<file path="config.mk">
export PLATFORM = sky130hd
export DESIGN_NAME = bcd_to_bin_flat
export DESIGN_NICKNAME = d
export VERILOG_FILES = /design/src/rtl/bcd_to_bin_if.sv /design/src/rtl/bcd_to_bin.sv /design/src/flat_wrapper.sv
export SDC_FILE = /design/constraint.sdc
export NUM_CORES = 1
export LEC_CHECK = 0
export ABC_AREA = 1
export BUFFER_PORTS_ARGS = -buffer_cell sky130_fd_sc_hd__buf_2
export CAP_MARGIN = 15
export CORE_AREA = 2 2 108 68
export DETAILED_ROUTE_END_ITERATION = 6
export DIE_AREA = 0 0 110 70
export HOLD_SLACK_MARGIN = 0.08
export PLACE_DENSITY = 0.64
export SYNTH_ARGS = -nofsm -noshare
export SYNTH_HDL_FRONTEND = slang
export SYNTH_SLANG_ARGS = --single-unit
export TNS_END_PERCENT = 1
</file>
<file path="constraint.sdc">
create_clock -name clock -period 7.4 [get_ports clock]
set_clock_uncertainty 0.15 [all_clocks]
set_input_delay 0.74 -clock clock [delete_from_list [all_inputs] [get_ports clock]]
set_output_delay 0.74 -clock clock [all_outputs]
set_load 0.02 [all_outputs]
</file>
<file path="src/rtl/bcd_to_bin_if.sv">
// Handshake bundle for bcd_to_bin: digit-set request on the input side,
// converted value plus status flags on the output side.
interface bcd_to_bin_if #(
  parameter int DIGITS = 4,
  parameter int OUT_W  = 11
);
  logic                  in_valid;
  logic                  in_ready;
  logic [DIGITS*4-1:0]   d_in;
  logic                  out_valid;
  logic                  out_ready;
  logic [OUT_W-1:0]      value;
  logic                  overflow;
  logic                  bad_digit;

  // Converter side
  modport slave (
    input  in_valid, d_in, out_ready,
    output in_ready, out_valid, value, overflow, bad_digit
  );

  // Digit source / result consumer side
  modport master (
    output in_valid, d_in, out_ready,
    input  in_ready, out_valid, value, overflow, bad_digit
  );
endinterface

</file>
<file path="src/rtl/bcd_to_bin.sv">
// Iterative BCD-to-binary converter: one acc*10+digit step per clock,
// most significant digit first. Flags nibbles > 9 and results that do not
// fit in OUT_W bits.
// Build option BCD_TO_BIN_SAT_EN: overflowed results saturate to 2^OUT_W-1;
// without it the result is the true decimal value mod 2^OUT_W.
module bcd_to_bin #(
  parameter int DIGITS = 4,
  parameter int OUT_W  = 11
) (
  input  logic         clock,
  input  logic         reset,
  bcd_to_bin_if.slave  bus
);

  localparam int DW    = DIGITS * 4;
  localparam int MIN_W = $clog2(10 ** DIGITS);
  // Wide enough for one clamped step (sat) or the full decimal value (wrap)
  localparam int ACC_W = (OUT_W + 4 > MIN_W) ? OUT_W + 4 : MIN_W;
  localparam int IDX_W = (DIGITS > 1) ? $clog2(DIGITS) : 1;

  localparam logic [ACC_W-1:0] MAXV  = ACC_W'((1 << OUT_W) - 1);
  localparam logic [IDX_W-1:0] LAST  = IDX_W'(DIGITS - 1);

  localparam logic [1:0] S_IDLE  = 2'd0;
  localparam logic [1:0] S_ACCUM = 2'd1;
  localparam logic [1:0] S_DONE  = 2'd2;

  logic [1:0]       state;
  logic [DW-1:0]    dig_q;     // shifts left so the next digit is always on top
  logic [ACC_W-1:0] acc_q;
  logic [IDX_W-1:0] idx_q;
  logic             bad_q;
  logic             ovf_q;
  logic             out_valid_q;
  logic [OUT_W-1:0] value_q;
  logic             overflow_q;
  logic             bad_digit_q;

  logic [DIGITS-1:0] nib_bad;
  logic [3:0]        cur_dig;
  logic [ACC_W-1:0]  acc_mul;
  logic [ACC_W-1:0]  acc_nxt;
  logic              acc_big;
  logic              ovf_nxt;
  logic [OUT_W-1:0]  res_value;

  for (genvar g = 0; g < DIGITS; g++) begin : g_chk
    assign nib_bad[g] = (bus.d_in[g*4 +: 4] > 4'd9);
  end

  assign bus.in_ready  = (state == S_IDLE);
  assign bus.out_valid = out_valid_q;
  assign bus.value     = value_q;
  assign bus.overflow  = overflow_q;
  assign bus.bad_digit = bad_digit_q;
  assign cur_dig       = dig_q[DW-1 -: 4];

  // One accumulate step plus the result that the final step would publish
  always_comb begin
    acc_mul = (acc_q << 3) + (acc_q << 1) + {{(ACC_W-4){1'b0}}, cur_dig};
    acc_big = (acc_mul > MAXV);
    ovf_nxt = ovf_q | acc_big;
`ifdef BCD_TO_BIN_SAT_EN
    // Clamp to 2^OUT_W so the accumulator can never wrap
    acc_nxt = acc_big ? (MAXV + 1'b1) : acc_mul;
`else
    acc_nxt = acc_mul;
`endif
    res_value = acc_nxt[OUT_W-1:0];
`ifdef BCD_TO_BIN_SAT_EN
    if (ovf_nxt) res_value = {OUT_W{1'b1}};
`endif
    if (bad_q) res_value = '0;
  end

  // Control FSM, accumulator and registered outputs
  always_ff @(posedge clock or negedge reset) begin
    if (!reset) begin
      state       <= S_IDLE;
      dig_q       <= '0;
      acc_q       <= '0;
      idx_q       <= '0;
      bad_q       <= 1'b0;
      ovf_q       <= 1'b0;
      out_valid_q <= 1'b0;
      value_q     <= '0;
      overflow_q  <= 1'b0;
      bad_digit_q <= 1'b0;
    end else begin
      case (state)
        S_IDLE: begin
          if (bus.in_valid) begin
            dig_q <= bus.d_in;
            bad_q <= |nib_bad;
            acc_q <= '0;
            ovf_q <= 1'b0;
            idx_q <= '0;
            state <= S_ACCUM;
          end
        end
        S_ACCUM: begin
          acc_q <= acc_nxt;
          ovf_q <= ovf_nxt;
          dig_q <= dig_q << 4;
          idx_q <= idx_q + 1'b1;
          if (idx_q == LAST) begin
            state       <= S_DONE;
            out_valid_q <= 1'b1;
            value_q     <= res_value;
            overflow_q  <= ovf_nxt & ~bad_q;
            bad_digit_q <= bad_q;
          end
        end
        S_DONE: begin
          if (bus.out_ready) begin
            out_valid_q <= 1'b0;
            state       <= S_IDLE;
          end
        end
        default: state <= S_IDLE;
      endcase
    end
  end

endmodule

</file>
<file path="src/flat_wrapper.sv">
// flat-port wrapper written by rule: the top's interface ports become plain ports
module bcd_to_bin_flat 
#(
  parameter int DIGITS = 4,
  parameter int OUT_W  = 11
)
  (clock, reset, bus_in_valid, bus_d_in, bus_out_ready, bus_in_ready, bus_out_valid, bus_value, bus_overflow, bus_bad_digit);
  bcd_to_bin_if #(.DIGITS(DIGITS), .OUT_W(OUT_W)) bus_i ();
  input  logic clock;
  input  logic reset;
  input wire logic [$bits(bus_i.in_valid)-1:0] bus_in_valid;
  input wire logic [$bits(bus_i.d_in)-1:0] bus_d_in;
  input wire logic [$bits(bus_i.out_ready)-1:0] bus_out_ready;
  output wire logic [$bits(bus_i.in_ready)-1:0] bus_in_ready;
  output wire logic [$bits(bus_i.out_valid)-1:0] bus_out_valid;
  output wire logic [$bits(bus_i.value)-1:0] bus_value;
  output wire logic [$bits(bus_i.overflow)-1:0] bus_overflow;
  output wire logic [$bits(bus_i.bad_digit)-1:0] bus_bad_digit;
  assign bus_i.in_valid = bus_in_valid;
  assign bus_i.d_in = bus_d_in;
  assign bus_i.out_ready = bus_out_ready;
  assign bus_in_ready = bus_i.in_ready;
  assign bus_out_valid = bus_i.out_valid;
  assign bus_value = bus_i.value;
  assign bus_overflow = bus_i.overflow;
  assign bus_bad_digit = bus_i.bad_digit;
  bcd_to_bin #(.DIGITS(DIGITS), .OUT_W(OUT_W)) u_core (.clock(clock), .reset(reset), .bus(bus_i));
endmodule
</file>
==> flow_summary.json, run 1 <==
{
  "synth-simple-area-share": 0.1991,
  "netlist_area_um2": 2940,
  "cts.sinks": 50,
  "cp.required_ps": 7450,
  "synth-seq-cells": 50,
  "synth_top_family_by_area": "simple AND/OR/NAND/NOR gates",
  "area_growth_pct": 11.11,
  "seq_area_frac_synth": 0.4255,
  "synth_compound_area_frac": 0.1366,
  "cts_tree": "done",
  "synth_area_leaders": "dfrtp_1, nand2_1, ha_1",
  "relSlewSlack": 0.5163,
  "hp-class": "reg -> reg",
  "postCtsHoldBufs": 0,
  "clock_latency_ps": 300,
  "final_common_cell": "nand2_1",
  "htreeDepth": 2,
  "cts_setup_buffers": 0,
  "mostFrequentLayoutCells": "nand2_1, dfrtp_1, inv_1, buf_2, o21ai_0",
  "dp_hpwl_um": 4999,
  "numCtsBuffers": 5,
  "clockRootBuffer": "clkbuf_8",
  "route.detailed.drc": 0,
  "synth_mux_area_frac": 0.003830,
  "setup_viol_count_final": 0,
  "synth-xor-area-share": 0.02681,
  "synthAdderAreaFrac": 0.1200,
  "critPathKind": "reg -> reg",
  "start_util": 0.4276,
  "worst_pin_slew_ps": 723.9,
  "cap_viol_max_count": 0,
  "layout.nets": 435,
  "rows": 24,
  "crit_fanout": 3,
  "portBuffers": 34,
  "drv_slew": 0,
  "synth_top_area_frac": 0.4255,
  "drive_gt1_frac": 0.1491,
  "die_w_um": 110,
  "holdWs_ps": 336.0,
  "synthCells": 356,
  "nFillCells": 660,
  "ant_nets": 0,
  "die_area_um2": 7700,
  "post-place-ws_ps": 4811,
  "setup.worst_path.end_class": "flop",
  "dr.pass1.iters": 4,
  "yosysWarnings": 0,
  "path_clk_slew_ps": 100,
  "outcome": "finished clean",
  "clock.fmax_mhz": 378.3,
  "synth_top_cell_by_area": "dfrtp_1",
  "start_kind": "flop",
  "synth_cell_types": 28,
  "die_h_um": 70,
  "rsz0062_at_grt": "no",
  "vias": 2386,
  "period_needed_ps": 2643,
  "fin_ws_ps": 4757,
  "synth_fp_nets": 403,
  "antenna_found_initial": 0,
  "clockBufferDepth": 2,
  "hold_violations": 0,
  "io_pins": 35,
  "drt_wl_total_um": 6597,
  "core_area_um2": 6877,
  "grt_first_pass_wirelength_um": 11040,
  "grt_max_degree": 51,
  "synth.avg_cell_area_um2": 8.259,
  "gp_congestion": 0.9129,
  "grt.total_usage": 0.1860,
  "via_per_inst": 4.971,
  "drt_iter0_drc": 127,
  "n_antenna_cell": 0,
  "post_cts_resized": 0,
  "wl_per_cell_um": 13.74,
  "arrival_ps": 2690,
  "period_share": 0.3572,
  "grt-ovfl-total": 0,
  "grt_pass1_vias": 2227,
  "fin_setup_tns_ps": 0
}
[flip-flops by register name, summed over array words and instances, names as in the netlist, 2 cells and up]
register and cells:
u_core.idx_q 2, u_core.dig_q 16, u_core.acc_q 14, u_core.bus.value 11, u_core.state 2
[per-stage QoR]
step	instance area, µm²	cells	util
2_1_floorplan	2940	356	-
3_3_place_gp	3172	472	0.4612
3_5_place_dp	3172	472	0.4612
4_1_cts	3267	480	0.4751
5_1_grt	3267	480	0.4751
6_report	3267	480	0.4751
[metal layers]
layer | up-vias | share of wire | global-route usage
met5 | - | 0 | 0
met4 | 0 | 0.0014 | 0.02250
met3 | 2 | 0.054 | 0.04202
met2 | 55 | 0.39 | 0.2468
met1 | 1104 | 0.55 | 0.3099
li1 | 1225 | - | -
[cell type report]
cell class | count | area, µm² | area share
multi-input cells | 243 | 1430 | 0.4378
flip-flops and latches | 50 | 1251 | 0.3830
inverters | 53 | 198.9 | 0.06090
repair buffers | 35 | 177.7 | 0.05439
well taps | 91 | 113.9 | 0.03485
clock buffers | 6 | 82.58 | 0.02528
clock inverters | 2 | 12.51 | 0.003830
[cell usage after synthesis (all sizes together)]
master and instances:
nand2 96, inv 53, dfrtp 50, o21ai 42
ha 25, nand3 19, nor2 16, a21oi 11
buf 9, o211ai 7, xor2 6, nand4 4
a221oi 3, a22o 3, nor3 3, xnor2 3
fa 2, o22ai 2, clkbuf 1, mux2 1
[final timing paths]
path                                                  start                               end  slack, ps  cells past startpoint
setup / recovery                u_core.acc_q[0]$_DFFE_PN0P_          u_core.ovf_q$_DFFE_PN0P_       4760                     13
hold / removal             u_core.bus.out_valid$_DFFE_PN0P_  u_core.bus.out_valid$_DFFE_PN0P_        340                      2
setup reg to reg                u_core.acc_q[0]$_DFFE_PN0P_          u_core.ovf_q$_DFFE_PN0P_       4760                     13
hold reg to reg            u_core.bus.out_valid$_DFFE_PN0P_  u_core.bus.out_valid$_DFFE_PN0P_        340                      2
max in group asynchronous                             reset   u_core.bus.value[5]$_DFFE_PN0P_       6260                      2
min in group asynchronous                             reset       u_core.acc_q[9]$_DFFE_PN0P_        380                      2
[worst max-delay path: stages (launching register included)]
cell and delay (ps):
dfrtp_1 360, inv_1 70, fa_1 530, fa_1 480
inv_1 120, nand3_1 80, nand3_1 170, nand3_1 130
nand3_1 100, nand2_1 50, nor2_1 100, nand2_1 90
nand2_1 70, nand2_1 60
[cells by family after synthesis]
family	after synthesis
flip-flops	50
adder cells (fa/ha/maj)	27
XOR/XNOR	9
AND/OR/NAND/NOR	138
AO/OA/AOI/OAI	68
multiplexers	1
buffers and inverters	63
Power of run 1 is left out: the tool's default activity adds up to more than one toggle a clock period on the data nets, which glitch-free logic cannot reach.
==> run 2: changes to the inputs <==
- clock period: 7.4 -> 2.6 ns (I/O delays scaled with it)
==> flow_summary.json, run 2 (same netlist as run 1, synthesis figures left out) <==
{
  "dr.pass1.iters": 7,
  "path_clk_slew_ps": 100,
  "dp_hpwl_um": 5101,
  "critPathKind": "reg -> reg",
  "setup.worst_path.end_class": "flop",
  "hp-class": "in -> reg",
  "wl_per_cell_um": 14.04,
  "gp_congestion": 0.8682,
  "rows": 24,
  "period_share": 0.9526,
  "drt_iter0_drc": 152,
  "final_util": 0.4947,
  "cp.required_ps": 2640,
  "relSlewSlack": 0.5777,
  "vias": 2454,
  "crit_fanout": 4,
  "portBuffers": 34,
  "mostFrequentLayoutCells": "nand2_1, dfrtp_1, inv_1, buf_2, o21ai_0",
  "power_mw": 5.036,
  "n_antenna_cell": 0,
  "clockBufferDepth": 2,
  "clockRootBuffer": "clkbuf_8",
  "regMostFlops": "u_core.dig_q",
  "power_frac_comb": 0.637,
  "outcome": "finished clean",
  "cpPeakStageDelay_ps": 590,
  "numCtsBuffers": 5,
  "route.detailed.drc": 0,
  "final_common_cell": "nand2_1",
  "start_util": 0.4276,
  "fin_setup_tns_ps": 0,
  "cts_tree": "done",
  "via_per_inst": 4.978,
  "die_h_um": 70,
  "setup_viol_count_final": 0,
  "die_w_um": 110,
  "internal-power_mw": 2.507,
  "drt_wl_total_um": 6921,
  "drive_gt1_frac": 0.1766,
  "grt_pass1_vias": 2355,
  "grt-ovfl-total": 0,
  "seq_area_um2": 1251,
  "arrival_ps": 2510,
  "swShare": 0.5022,
  "cap_viol_max_count": 0,
  "antenna_found_initial": 0,
  "core_area_um2": 6877,
  "multiInputGateArea_um2": 1453,
  "grt_first_pass_wirelength_um": 11680,
  "grt.total_usage": 0.1974,
  "htreeDepth": 2,
  "clock.fmax_mhz": 403.8,
  "drv_slew": 0,
  "worst_ir_drop_vdd_mv": 0.6154,
  "grt_max_degree": 51,
  "p_leak_nw": 1.786,
  "layout.nets": 448,
  "io_pins": 35,
  "worst_pin_slew_ps": 633.5,
  "die_area_um2": 7700,
  "period_needed_ps": 2477,
  "cts.sinks": 50,
  "hold_violations": 0,
  "p_seq_frac": 0.270,
  "nFillCells": 675,
  "p_per_area_nw_per_um2": 1480,
  "cp_cell_sequence": "inv_1 > fa_1 > inv_1 > ha_1 > nand3_1 > nand3_2 > a21oi_1 > xor2_1 > o21ai_0",
  "power.switching_mw": 2.529,
  "cp_slowest_cell": "fa_1",
  "ant_nets": 0,
  "largest_reg_flops": 16,
  "area_growth_pct": 15.70,
  "clkPwrFrac": 0.093,
  "start_kind": "flop",
  "crit_top_cell": "inv_1",
  "clock_latency_ps": 310
}
==> run 2: final cells by class <==
type / count / share of cell area
Sequential cell: 50 / 0.3678
Clock inverter: 3 / 0.006252
Clock buffer: 5 / 0.02023
Timing Repair Buffer: 48 / 0.08680
Inverter: 53 / 0.05848
Multi-Input combinational cell: 243 / 0.4270
Tap cell: 91 / 0.03347
==> run 2: final timing paths <==
kind / slack [ps] / cells after the start / from / to
hold reg to reg: 320 / 2 / u_core.bus.out_valid$_DFFE_PN0P_ / u_core.bus.out_valid$_DFFE_PN0P_
min in group asynchronous: 430 / 3 / reset / u_core.acc_q[10]$_DFFE_PN0P_
setup / recovery: 120 / 9 / u_core.acc_q[0]$_DFFE_PN0P_ / u_core.acc_q[9]$_DFFE_PN0P_
hold / removal: 90 / 3 / bus_d_in[9] / u_core.dig_q[9]$_DFFE_PN0P_
setup reg to reg: 120 / 9 / u_core.acc_q[0]$_DFFE_PN0P_ / u_core.acc_q[9]$_DFFE_PN0P_
max in group asynchronous: 1440 / 3 / reset / u_core.acc_q[2]$_DFFE_PN0P_
==> run 2: power groups by stage <==
stage | sequential, mW | combinational [mW] | clock, mW
floorplan | 1.41 | 2.29 | 0
global placement | 1.36 | 3.04 | 0
detailed placement | 1.38 | 3.10 | 0
CTS | 1.36 | 3.13 | 0.481
global route | 1.40 | 3.67 | 0.519
finish | 1.36 | 3.21 | 0.467
==> run 2: routing by layer <==
metal	GRT usage	vias to the layer above	wire length, µm
met5	0	-	0
met2	0.2740	67	2867
met4	0.03094	0	35
li1	-	1250	-
met3	0.04855	7	490
met1	0.3126	1130	3528
==> run 2: repair_timing <==
action	4_1_cts	5_1_grt
hold buffers	8	0
setup buffers	0	3
gates resized for setup	0	8
endpoints found under the hold margin	57	0
setup endpoints to repair	0	5
==> run 2: through the flow <==
| step | setup WS [ps] | area (µm²) | std cells | hold slack (ps) |
|---|---|---|---|---|
| after floorplan | 249.7 | 2940 | 356 | -185.6 |
| after global placement | 151.5 | 3187 | 474 | 260.4 |
| after detailed placement | 55.43 | 3187 | 474 | 264.4 |
| after CTS | 46.73 | 3357 | 490 | 87.28 |
| after global routing | -3.151 | 3402 | 493 | 103.2 |
| final | 123.3 | 3402 | 493 | 85.33 |
==> run 2: worst max-delay path, delay by kind of cell (launching register included) <==
kind,cells,cell delay (ps)
flops,1,360
buf+inv,2,140
xor+xnor,1,280
fa+ha+maj,2,890
compound gates,2,310
simple gates,2,220
(Power assumes the default switching activity.)
==> run 3: changes to the inputs <==
==> constraint.sdc (replaced) <==
create_clock -name clock -period 2.6 [get_ports clock]
set_clock_uncertainty 0.15 [all_clocks]
set_input_delay 0.13 -clock clock [delete_from_list [all_inputs] [get_ports clock]]
set_output_delay 0.13 -clock clock [all_outputs]
set_load 0.02 [all_outputs]
==> flow_summary.json, run 3 (same netlist as run 1, synthesis figures left out) <==
{
  "outcome": "finished clean",
  "cpPeakStageDelay_ps": 420,
  "clockBufferDepth": 2,
  "grt_use_met2": 0.3040,
  "cp_cell_sequence": "ha_1 > ha_1 > inv_1 > fa_2 > inv_1 > nand3_1 > nand3_1 > buf_4 > a21oi_1 > xor2_1 > o21ai_0",
  "place_area_um2": 3194,
  "p_per_area_nw_per_um2": 1452,
  "grt_busiest_layer": "met1",
  "hold_violations": 0,
  "period_needed_ps": 2491,
  "met1_usage": 0.3105,
  "drv_slew": 0,
  "grt_first_pass_wirelength_um": 12280,
  "cts_tree": "done",
  "path_clk_slew_ps": 90,
  "regMostFlops": "u_core.dig_q",
  "cts.sinks": 50,
  "vias": 2518,
  "power_mw": 5.185,
  "p_leak_nw": 1.842,
  "dr.pass1.iters": 4,
  "area_growth_pct": 21.45,
  "layout.nets": 462,
  "drive_gt1_frac": 0.1611,
  "fin_ws_ps": 109.4,
  "n_antenna_cell": 0,
  "clock.fmax_mhz": 401.5,
  "largest_reg_flops": 16,
  "critPathKind": "reg -> reg",
  "antenna_found_initial": 0,
  "start_util": 0.4276,
  "ant_nets": 0,
  "worst_pin_slew_ps": 414.2,
  "htreeDepth": 2,
  "stdcell_count": 507,
  "drt_wl_total_um": 7203,
  "rows": 24,
  "grt.total_usage": 0.2065,
  "final_common_cell": "nand2_1",
  "fin_setup_tns_ps": 0,
  "dp_hpwl_um": 5307,
  "gp_congestion": 0.8616,
  "relSlewSlack": 0.7229,
  "portBuffers": 34,
  "hp-class": "in -> async",
  "period_share": 0.9579,
  "cap_viol_max_count": 0,
  "setup_viol_count_final": 0,
  "grt_max_degree": 30,
  "mostFrequentLayoutCells": "nand2_1, dfrtp_1, inv_1, buf_2, o21ai_0",
  "arrival_ps": 2520,
  "clock_latency_ps": 310,
  "grt_pass1_vias": 2550,
  "die_area_um2": 7700,
  "rsz0062_at_grt": "no",
  "post-place-ws_ps": 93.92,
  "die_h_um": 70,
  "route.detailed.drc": 0,
  "core_area_um2": 6877,
  "grt-ovfl-total": 0,
  "via_per_inst": 4.966,
  "io_pins": 35,
  "crit_fanout": 3,
  "cp.required_ps": 2630,
  "cp_slowest_cell": "dfrtp_1",
  "setup.worst_path.end_class": "flop",
  "wl_per_cell_um": 14.21,
  "dpl.cell_count": 475,
  "stdcell_area_um2": 3571,
  "start_kind": "flop",
  "clockRootBuffer": "clkbuf_8",
  "die_w_um": 110,
  "numCtsBuffers": 5,
  "grt_util_met3": 0.04762,
  "worst_ir_drop_vdd_mv": 0.5408,
  "drt_iter0_drc": 104
}
==> run 3: path summary, 6_finish.rpt <==
check	startpoint	end	slack, ps	depth (start not counted)
max	u_core.acc_q[1]$_DFFE_PN0P_	u_core.acc_q[10]$_DFFE_PN0P_	110	11
min	reset	u_core.bus.value[9]$_DFFE_PN0P_	190	3
max reg2reg	u_core.acc_q[1]$_DFFE_PN0P_	u_core.acc_q[10]$_DFFE_PN0P_	110	11
min reg2reg	u_core.bus.out_valid$_DFFE_PN0P_	u_core.bus.out_valid$_DFFE_PN0P_	320	2
max in group asynchronous	reset	u_core.dig_q[5]$_DFFE_PN0P_	1830	3
min in group clock	u_core.bus.out_valid$_DFFE_PN0P_	u_core.bus.out_valid$_DFFE_PN0P_	320	2
==> run 3: per-layer routing <==
metal	vias up	wire length (µm)
met4	0	54
met3	7	314
met2	54	3057
li1	1274	-
met1	1183	3778
met5	-	0
==> run 3: area by class of cell <==
cell class	count	area (µm²)
multi-input cells	243	1463
fillers	634	3306
repair buffers	62	437.9
well taps	91	113.9
clock inverters	1	30.03
flip-flops and latches	50	1251
clock buffers	7	76.32
inverters	53	198.9
==> run 3: report_power, final <==
part,internal [mW],total (mW),switching [mW]
Sequential,1.15,1.36,0.217
Clock,0.288,0.556,0.267
Combinational,1.21,3.27,2.06
Total,2.64,5.18,2.55
==> run 3: timing repair <==
action                                  CTS  global route
hold buffers                             23             0
setup buffers                             0             1
endpoints found under the hold margin    70             0
gates resized for setup                   0             7
endpoints found under the setup margin    0             4
==> run 3: through the flow <==
step                hold WS, ps    util
floorplan                -315.6       -
global placement         -14.12  0.4645
detailed placement       0.3348  0.4645
CTS                       199.8  0.5135
global route              217.6  0.5193
finish                    190.3  0.5193
==> run 3: worst max-delay path, delay by kind of cell, from the launching register on <==
| kind | cells | cell delay, ps |
|---|---|---|
| adder cells (fa/ha/maj) | 3 | 760 |
| flip-flops | 1 | 420 |
| XOR/XNOR | 1 | 240 |
| AND/OR/NAND/NOR | 2 | 200 |
| AO/OA/AOI/OAI | 2 | 270 |
| buffers and inverters | 3 | 320 |
